## src/rtl/matrix_ram_pkg.sv

```systemverilog
// matrix_ram_master shared definitions: command encodings, FSM states and
// the byte-index width derivation.
package matrix_ram_pkg;

    typedef enum logic [1:0] {
        OP_LOAD  = 2'b00,
        OP_DUMP  = 2'b01,
        OP_CLEAR = 2'b10,
        OP_RSVD  = 2'b11
    } cmd_op_e;

    typedef enum logic [2:0] {
        IDLE,
        LOAD,
        CLEAR,
        RD_REQ,
        RD_WAIT,
        RD_HOLD
    } state_e;

    // Linear byte index = word address plus 3 bits of byte lane.
    function automatic int idx_width(input int address_bits);
        return address_bits + 3;
    endfunction

endpackage

```

## src/rtl/matrix_ram_master_if.sv

```systemverilog
// matrix_ram_master bus: command port, load/dump streams, RAM port and status.
// The master modport is the block's view; the slave modport is its
// environment (command source, stream endpoints and RAM).
interface matrix_ram_master_if
    import matrix_ram_pkg::*;
#(
    parameter int DATA_WIDTH   = 8,
    parameter int ADDRESS_BITS = 2
);
    localparam int IDX_W = idx_width(ADDRESS_BITS);

    logic                    cmd_valid;
    logic                    cmd_ready;
    logic [1:0]              cmd_op;
    logic [IDX_W-1:0]        cmd_start;
    logic [IDX_W-1:0]        cmd_count;
    logic                    s_valid;
    logic                    s_ready;
    logic [DATA_WIDTH-1:0]   s_data;
    logic                    m_valid;
    logic                    m_ready;
    logic [DATA_WIDTH-1:0]   m_data;
    logic                    m_last;
    logic                    ram_enable_n;
    logic                    ram_wren_n;
    logic [ADDRESS_BITS-1:0] ram_address;
    logic [2:0]              ram_byteena;
    logic [DATA_WIDTH-1:0]   ram_data;
    logic [DATA_WIDTH-1:0]   ram_out;
    logic                    busy;
    logic                    cmd_err;

    modport master (
        input  cmd_valid, cmd_op, cmd_start, cmd_count, s_valid, s_data, m_ready, ram_out,
        output cmd_ready, s_ready, m_valid, m_data, m_last,
               ram_enable_n, ram_wren_n, ram_address, ram_byteena, ram_data, busy, cmd_err
    );

    modport slave (
        output cmd_valid, cmd_op, cmd_start, cmd_count, s_valid, s_data, m_ready, ram_out,
        input  cmd_ready, s_ready, m_valid, m_data, m_last,
               ram_enable_n, ram_wren_n, ram_address, ram_byteena, ram_data, busy, cmd_err
    );

endinterface

```

## src/rtl/matrix_ram_addr_gen.sv

```systemverilog
// Byte-index walker: holds the current linear index (wrapping modulo
// 2**IDX_W) and the remaining-byte counter; last_o marks the final byte.
// idx_nxt_o exposes next cycle's index so registered RAM strobes can
// target it one cycle early.
module matrix_ram_addr_gen #(
    parameter int IDX_W = 5
) (
    input  logic             clk,
    input  logic             rst,
    input  logic             load_i,
    input  logic             step_i,
    input  logic [IDX_W-1:0] start_i,
    input  logic [IDX_W-1:0] count_i,
    output logic [IDX_W-1:0] idx_o,
    output logic [IDX_W-1:0] idx_nxt_o,
    output logic             last_o
);
    logic [IDX_W-1:0] idx_q, idx_d;
    logic [IDX_W-1:0] rem_q, rem_d;

    // Next index / remaining count; natural overflow gives the wrap.
    always_comb begin
        idx_d = idx_q;
        rem_d = rem_q;
        if (load_i) begin
            idx_d = start_i;
            rem_d = count_i;
        end else if (step_i) begin
            idx_d = idx_q + IDX_W'(1);
            rem_d = rem_q - IDX_W'(1);
        end
    end

    // Index and counter registers.
    always_ff @(posedge clk) begin
        if (rst) begin
            idx_q <= '0;
            rem_q <= '0;
        end else begin
            idx_q <= idx_d;
            rem_q <= rem_d;
        end
    end

    assign idx_o     = idx_q;
    assign idx_nxt_o = idx_d;
    assign last_o    = (rem_q == '0);

endmodule

```

## src/rtl/matrix_ram_master.sv

```systemverilog
// matrix_ram_master: streams bytes into (load) or out of (dump) a byte-lane
// RAM over a linear byte index. All RAM port signals are registered.
// Optional op 10 (clear range to zero) is compiled in by defining
// MATRIX_RAM_MASTER_CLEAR_EN; otherwise op 10 is rejected like op 11.
module matrix_ram_master
    import matrix_ram_pkg::*;
#(
    parameter int DATA_WIDTH   = 8,
    parameter int ADDRESS_BITS = 2
) (
    input  logic               clk,
    input  logic               rst,
    matrix_ram_master_if.master bus
);
    localparam int IDX_W = idx_width(ADDRESS_BITS);

    state_e                  state_q, state_d;
    logic                    accept, step, last, wr, rd, err_d, err_q;
    logic [IDX_W-1:0]        idx, idx_nxt;
    logic [DATA_WIDTH-1:0]   wdata;
    logic [DATA_WIDTH-1:0]   m_data_q;
    logic                    en_n_q, en_n_d, wren_n_q, wren_n_d;
    logic [IDX_W-1:0]        strb_idx_q, strb_idx_d;
    logic [DATA_WIDTH-1:0]   ram_data_q, ram_data_d;
    cmd_op_e                 op;

    assign op     = cmd_op_e'(bus.cmd_op);
    // A trailing registered write still counts as busy.
    assign bus.busy      = (state_q != IDLE) || !en_n_q;
    assign bus.cmd_ready = !rst && !bus.busy;
    assign accept        = bus.cmd_valid && bus.cmd_ready;

    matrix_ram_addr_gen #(.IDX_W(IDX_W)) u_addr_gen (
        .clk       (clk),
        .rst       (rst),
        .load_i    (accept),
        .step_i    (step),
        .start_i   (bus.cmd_start),
        .count_i   (bus.cmd_count),
        .idx_o     (idx),
        .idx_nxt_o (idx_nxt),
        .last_o    (last)
    );

    // State register.
    always_ff @(posedge clk) begin
        if (rst) state_q <= IDLE;
        else     state_q <= state_d;
    end

    // Next state plus write/read strobe decisions for the next cycle.
    always_comb begin
        state_d = state_q;
        step    = 1'b0;
        wr      = 1'b0;
        rd      = 1'b0;
        wdata   = '0;
        err_d   = 1'b0;
        case (state_q)
            IDLE: begin
                if (accept) begin
                    case (op)
                        OP_LOAD: state_d = LOAD;
                        OP_DUMP: begin
                            state_d = RD_REQ;
                            rd      = 1'b1;
                        end
`ifdef MATRIX_RAM_MASTER_CLEAR_EN
                        OP_CLEAR: state_d = CLEAR;
`endif
                        default: err_d = 1'b1;
                    endcase
                end
            end
            LOAD: begin
                if (bus.s_valid) begin
                    wr    = 1'b1;
                    wdata = bus.s_data;
                    if (last) state_d = IDLE;
                    else      step    = 1'b1;
                end
            end
`ifdef MATRIX_RAM_MASTER_CLEAR_EN
            CLEAR: begin
                wr = 1'b1;
                if (last) state_d = IDLE;
                else      step    = 1'b1;
            end
`endif
            RD_REQ:  state_d = RD_WAIT;
            RD_WAIT: state_d = RD_HOLD;
            RD_HOLD: begin
                if (bus.m_ready) begin
                    if (last) begin
                        state_d = IDLE;
                    end else begin
                        step    = 1'b1;
                        rd      = 1'b1;
                        state_d = RD_REQ;
                    end
                end
            end
            default: state_d = IDLE;
        endcase
    end

    // Writes target the current index; reads are issued on entry to RD_REQ,
    // when the index is only just being loaded/stepped, so use the next one.
    always_comb begin
        en_n_d     = !(wr || rd);
        wren_n_d   = !wr;
        strb_idx_d = strb_idx_q;
        ram_data_d = ram_data_q;
        if (wr) begin
            strb_idx_d = idx;
            ram_data_d = wdata;
        end else if (rd) begin
            strb_idx_d = idx_nxt;
        end
    end

    // Registered RAM port.
    always_ff @(posedge clk) begin
        if (rst) begin
            en_n_q     <= 1'b1;
            wren_n_q   <= 1'b1;
            strb_idx_q <= '0;
            ram_data_q <= '0;
        end else begin
            en_n_q     <= en_n_d;
            wren_n_q   <= wren_n_d;
            strb_idx_q <= strb_idx_d;
            ram_data_q <= ram_data_d;
        end
    end

    // Capture RAM read data in RD_WAIT; held through RD_HOLD.
    always_ff @(posedge clk) begin
        if (rst)                    m_data_q <= '0;
        else if (state_q == RD_WAIT) m_data_q <= bus.ram_out;
    end

    // Single-cycle rejection pulse.
    always_ff @(posedge clk) begin
        if (rst) err_q <= 1'b0;
        else     err_q <= err_d;
    end

    assign bus.ram_enable_n = en_n_q;
    assign bus.ram_wren_n   = wren_n_q;
    assign bus.ram_address  = strb_idx_q[IDX_W-1:3];
    assign bus.ram_byteena  = strb_idx_q[2:0];
    assign bus.ram_data     = ram_data_q;
    assign bus.s_ready      = (state_q == LOAD);
    assign bus.m_valid      = (state_q == RD_HOLD);
    assign bus.m_last       = (state_q == RD_HOLD) && last;
    assign bus.m_data       = m_data_q;
    assign bus.cmd_err      = err_q;

endmodule

```

## src/flat_wrapper.sv

```systemverilog
// flat-port wrapper written by rule: the top's interface ports become plain ports
module matrix_ram_master_flat import matrix_ram_pkg::*;
#(
    parameter int DATA_WIDTH   = 8,
    parameter int ADDRESS_BITS = 2
)
  (clk, rst, bus_cmd_valid, bus_cmd_op, bus_cmd_start, bus_cmd_count, bus_s_valid, bus_s_data, bus_m_ready, bus_ram_out, bus_cmd_ready, bus_s_ready, bus_m_valid, bus_m_data, bus_m_last, bus_ram_enable_n, bus_ram_wren_n, bus_ram_address, bus_ram_byteena, bus_ram_data, bus_busy, bus_cmd_err);
  matrix_ram_master_if #(.DATA_WIDTH(DATA_WIDTH), .ADDRESS_BITS(ADDRESS_BITS)) bus_i ();
  input  logic clk;
  input  logic rst;
  input wire logic [$bits(bus_i.cmd_valid)-1:0] bus_cmd_valid;
  input wire logic [$bits(bus_i.cmd_op)-1:0] bus_cmd_op;
  input wire logic [$bits(bus_i.cmd_start)-1:0] bus_cmd_start;
  input wire logic [$bits(bus_i.cmd_count)-1:0] bus_cmd_count;
  input wire logic [$bits(bus_i.s_valid)-1:0] bus_s_valid;
  input wire logic [$bits(bus_i.s_data)-1:0] bus_s_data;
  input wire logic [$bits(bus_i.m_ready)-1:0] bus_m_ready;
  input wire logic [$bits(bus_i.ram_out)-1:0] bus_ram_out;
  output wire logic [$bits(bus_i.cmd_ready)-1:0] bus_cmd_ready;
  output wire logic [$bits(bus_i.s_ready)-1:0] bus_s_ready;
  output wire logic [$bits(bus_i.m_valid)-1:0] bus_m_valid;
  output wire logic [$bits(bus_i.m_data)-1:0] bus_m_data;
  output wire logic [$bits(bus_i.m_last)-1:0] bus_m_last;
  output wire logic [$bits(bus_i.ram_enable_n)-1:0] bus_ram_enable_n;
  output wire logic [$bits(bus_i.ram_wren_n)-1:0] bus_ram_wren_n;
  output wire logic [$bits(bus_i.ram_address)-1:0] bus_ram_address;
  output wire logic [$bits(bus_i.ram_byteena)-1:0] bus_ram_byteena;
  output wire logic [$bits(bus_i.ram_data)-1:0] bus_ram_data;
  output wire logic [$bits(bus_i.busy)-1:0] bus_busy;
  output wire logic [$bits(bus_i.cmd_err)-1:0] bus_cmd_err;
  assign bus_i.cmd_valid = bus_cmd_valid;
  assign bus_i.cmd_op = bus_cmd_op;
  assign bus_i.cmd_start = bus_cmd_start;
  assign bus_i.cmd_count = bus_cmd_count;
  assign bus_i.s_valid = bus_s_valid;
  assign bus_i.s_data = bus_s_data;
  assign bus_i.m_ready = bus_m_ready;
  assign bus_i.ram_out = bus_ram_out;
  assign bus_cmd_ready = bus_i.cmd_ready;
  assign bus_s_ready = bus_i.s_ready;
  assign bus_m_valid = bus_i.m_valid;
  assign bus_m_data = bus_i.m_data;
  assign bus_m_last = bus_i.m_last;
  assign bus_ram_enable_n = bus_i.ram_enable_n;
  assign bus_ram_wren_n = bus_i.ram_wren_n;
  assign bus_ram_address = bus_i.ram_address;
  assign bus_ram_byteena = bus_i.ram_byteena;
  assign bus_ram_data = bus_i.ram_data;
  assign bus_busy = bus_i.busy;
  assign bus_cmd_err = bus_i.cmd_err;
  matrix_ram_master #(.DATA_WIDTH(DATA_WIDTH), .ADDRESS_BITS(ADDRESS_BITS)) u_core (.clk(clk), .rst(rst), .bus(bus_i));
endmodule
```

## config.mk

```make
export PLATFORM = sky130hd
export DESIGN_NAME = matrix_ram_master_flat
export DESIGN_NICKNAME = d
export VERILOG_FILES = /design/src/rtl/matrix_ram_pkg.sv /design/src/rtl/matrix_ram_master_if.sv /design/src/rtl/matrix_ram_addr_gen.sv /design/src/rtl/matrix_ram_master.sv /design/src/flat_wrapper.sv
export SDC_FILE = /design/constraint.sdc
export NUM_CORES = 1
export LEC_CHECK = 0
export ABC_CLOCK_PERIOD_IN_PS = 5600
export BUFFER_PORTS_ARGS = -buffer_cell sky130_fd_sc_hd__buf_2
export CORE_MARGIN = 5
export CORE_UTILIZATION = 45
export CTS_CLUSTER_SIZE = 24
export DETAILED_ROUTE_END_ITERATION = 8
export GPL_TIMING_DRIVEN = 0
export PLACE_DENSITY = 0.73
export SETUP_SLACK_MARGIN = 0.3
export SLEW_MARGIN = 20
export SYNTH_ARGS = -nofsm -noshare
export SYNTH_HDL_FRONTEND = slang
export SYNTH_SLANG_ARGS = --single-unit
```

## constraint.sdc

```tcl
create_clock -name clk -period 5.6 [get_ports clk]
set_input_delay 0.28 -clock clk [delete_from_list [all_inputs] [get_ports clk]]
set_output_delay 0.28 -clock clk [all_outputs]
set_load 0.1 [all_outputs]
```

==> results.py <==
metrics = {
    "status": {
        "status": "finished, final reports clean",
    },
    "synthesis": {
        "synth_top_cells_by_area": "sky130_fd_sc_hd__dfxtp_1 (41%), sky130_fd_sc_hd__mux2i_1 (5.5%), sky130_fd_sc_hd__nor2_1 (5.0%)",
        "synthesis.area_per_instance_sq_um": 8.90,
        "yosysWarnings": 0,
        "synth.lib_cells_used.distinct": 48,
        "yosys.area_share.adder": 0.0208,
        "post-synth-top-area-fraction": 0.410,
        "synth.most_common_cell": "sky130_fd_sc_hd__dfxtp_1",
        "synth.area.mux_share": 0.0886,
        "postSynthCellCount": 203,
        "post_synth_xor_area_fraction": 0.00485,
        "synth_simple_gate_area_frac": 0.279,
        "synth_common_cells": "sky130_fd_sc_hd__dfxtp_1 (37), sky130_fd_sc_hd__nor2_1 (24), sky130_fd_sc_hd__nand2_1 (23)",
        "post_synth_edffs": 0,
        "synth_top_cell_by_area": "sky130_fd_sc_hd__dfxtp_1",
        "synth_area_in_compound_gates": 0.148,
        "ys_ff_latch": 37,
        "largest_family_of_logic_cells_by_synthesized_area": "simple AND/OR/NAND/NOR gates",
        "postSynthNetCount": 239,
        "synth_flop_cell": "sky130_fd_sc_hd__dfxtp_1",
        "synthArstFlopShare": 0,
        "synthesis.area_sq_mm": 0.00181,
        "synth_seq_area_share": 0.410,
    },
    "critical_path": {
        "critical_path.max_stage_delay_ps": 850,
        "critPathKind": "reg -> reg",
        "worst_ep_required_time_ps": 5790,
        "critical_path_peak_fanout": 10,
        "timing.critical_path.cells": "clkbuf_1 > nor2b_1 > nor3b_1 > nor2_1 > o41ai_1",
        "critical_path_arrival_ps": 2520,
        "cpLargestDelayFamily": "simple AND/OR/NAND/NOR gates",
        "crit_buf_inv": 1,
        "crit_slowest_cell": "sky130_fd_sc_hd__nor3b_1",
        "setup.worst_path.start_class": "flip-flop",
        "end_kind": "flip-flop",
    },
    "sta": {
        "slew-limit-headroom": 0.338,
        "timing_worst_slew_pin_value_ps": 990,
        "fin_setup_tns_ps": 0,
        "finalHoldViolCount": 0,
        "final_period_demand_of_the_worst_path_ps": 2330,
        "skew_ps": 4.61,
        "grt_setup_unrepaired": "no",
        "setup-violations-final": 0,
        "hold_slack_ps": 198,
        "maxClockFrequency_ghz": 0.429,
        "final_max_slew_viol_count": 0,
        "final.period_utilization": 0.417,
        "final.setup.worst_slack_ps": 3270,
    },
    "route": {
        "drtPass1Iterations": 4,
        "routed-via-count": 1723,
        "route.final.wire_length_um": 4580,
        "dr.first_iter.drc_count": 106,
        "via_per_inst": 5.35,
        "antenna_nets_post_route": 0,
        "detail_route.wl_per_cell_um": 14.2,
        "drc_violations_left": 0,
    },
    "pwr": {
        "part_of_the_power_in_registers": 0.438,
        "fin_total_pwr_uw": 642,
        "internal_power_uw": 458,
        "p_switching_uw": 185,
        "comb_power_share": 0.196,
        "clock_power_share": 0.366,
        "power_density_mw_per_mm2": 280,
        "ir_worst_vdd_mv": 0.167,
        "p_sw_frac": 0.287,
        "total_leakage_power_nw": 0.991,
    },
    "placed_design": {
        "place_worst_setup_slack_ps": 3350,
        "gp_routability_congestion": 0.824,
        "place_area_sq_mm": 0.00217,
        "dp.cells": 314,
        "estimated_wirelength_of_the_detail_placed_design_um": 3430,
        "numPortBuffers": 61,
    },
    "hold_path": {
        "min-delay-path-class": "in -> reg",
    },
    "floorplanning": {
        "start_util": 0.458,
        "core_area_sq_mm": 0.00394,
        "die_x_um": 73.4,
        "floorplan.die_area_sq_mm": 0.00538,
        "site_row_count": 23,
        "io_pins": 62,
        "fp.dieH_um": 73.4,
    },
    "flow_run": {
        "drv.max_cap_violation_count": 0,
    },
    "global_route": {
        "grt_first_pass_wirelength_um": 7440,
        "antenna_found_initial": 0,
        "grt.overflow.total": 0,
        "grt_pass1_vias": 1645,
        "grt_usage": 0.181,
        "grt_start_max_net_pins": 12,
    },
    "clock_network": {
        "cts_tree": "yes",
        "clk_path_buf_depth": 2,
        "hold_buffers": 0,
        "tritoncts.num_buffers": 5,
        "postCtsSetupBuffers": 0,
        "cts_sinks": 37,
        "ctsHtreeMaxLevel": 2,
        "clock-root-buffer": "sky130_fd_sc_hd__clkbuf_8",
        "cts_repair_resize_count": 0,
        "clk_latency_ps": 290,
        "clk_pin_slew_ps": 70,
    },
    "layout": {
        "layout.core_utilization": 0.581,
        "final_area_sq_mm": 0.00229,
        "nets_final": 307,
        "stdcell_count": 322,
        "layout_area_overhead_pct": 26.8,
        "drive_gt1_frac": 0.301,
        "diodes": 0,
        "final.fill_count": 370,
    },
}
power by group through the flow:
stage | combinational, mW | sequential, mW | clock, mW
finish | 0.126 | 0.281 | 0.235
global route | 0.136 | 0.283 | 0.255
CTS | 0.125 | 0.281 | 0.241
detailed placement | 0.125 | 0.287 | 0
global placement | 0.123 | 0.287 | 0
floorplan | 0.0703 | 0.310 | 0
path summary, 6_finish.rpt:
path / to / startpoint / slack, ps / cells after the start
max reg2reg: u_core.strb_idx_q[0]$_SDFFE_PP0P_ / u_core.state_q[1]$_SDFFE_PP0P_ / 3270 / 5
min: u_core.u_addr_gen.rem_q[3]$_SDFFE_PP0P_ / bus_cmd_count[3] / 200 / 3
min reg2reg: u_core.bus.ram_data[2]$_SDFFE_PP0P_ / u_core.bus.ram_data[2]$_SDFFE_PP0P_ / 450 / 2
max: u_core.strb_idx_q[0]$_SDFFE_PP0P_ / u_core.state_q[1]$_SDFFE_PP0P_ / 3270 / 5
worst min-delay path: stages:
cell and delay (ps):
sky130_fd_sc_hd__buf_2 70, sky130_fd_sc_hd__nand2_1 40, sky130_fd_sc_hd__nand3_1 50
cells by family (layout without fill, tap and decap cells):
logic type               after synthesis  count (layout)
AO/OA/AOI/OAI                         37              37
AND/OR/NAND/NOR                       89              89
flip-flops                            37              37
multiplexers                          15              15
XOR/XNOR                               1               1
adder cells (fa/ha/maj)                3               3
buffers and inverters                 21              90
final cells by class:
cell class	instances	area, sq um	area share
well taps	50	62.6	0.0273
flip-flops and latches	37	741	0.323
inverters	7	26.3	0.0115
clock buffers	7	86.3	0.0377
clock inverters	1	30.0	0.0131
multi-input cells	145	977	0.427
repair buffers	61	305	0.133
plain buffers	14	62.6	0.0273
cells in the final DEF (no fill, tap or decap), types with 4 or more instances in the layout:
master | Yosys | routed
sky130_fd_sc_hd__buf_2 | 2 | 63
sky130_fd_sc_hd__dfxtp_1 | 37 | 37
sky130_fd_sc_hd__nor2_1 | 24 | 24
sky130_fd_sc_hd__nand2_1 | 23 | 23
sky130_fd_sc_hd__a21oi_1 | 14 | 14
sky130_fd_sc_hd__clkbuf_1 | 10 | 11
sky130_fd_sc_hd__mux2i_1 | 10 | 10
sky130_fd_sc_hd__inv_1 | 7 | 7
sky130_fd_sc_hd__clkbuf_8 | 0 | 6
sky130_fd_sc_hd__nor3_1 | 5 | 5
sky130_fd_sc_hd__nor2b_1 | 4 | 4
sky130_fd_sc_hd__and2_1 | 4 | 4
sky130_fd_sc_hd__mux2_2 | 4 | 4
sky130_fd_sc_hd__nand4_1 | 4 | 4
registers in the layout, indices dropped and copies added (netlist names):
register                 count
u_core.bus.ram_data          8
u_core.bus.cmd_err           1
u_core.bus.ram_wren_n        1
u_core.state_q               3
u_core.u_addr_gen.idx_o      5
u_core.bus.m_data            8
u_core.u_addr_gen.rem_q      5
u_core.bus.ram_enable_n      1
u_core.strb_idx_q            5
metal layers:
layer | vias up | GRT usage | routed length, um
li1 | 875 | - | -
met1 | 799 | 0.234 | 2130
met2 | 44 | 0.292 | 2100
met3 | 5 | 0.0575 | 296
met4 | 0 | 0.0483 | 51
met5 | - | 0 | 0
Power figures use the tool's default switching activity.
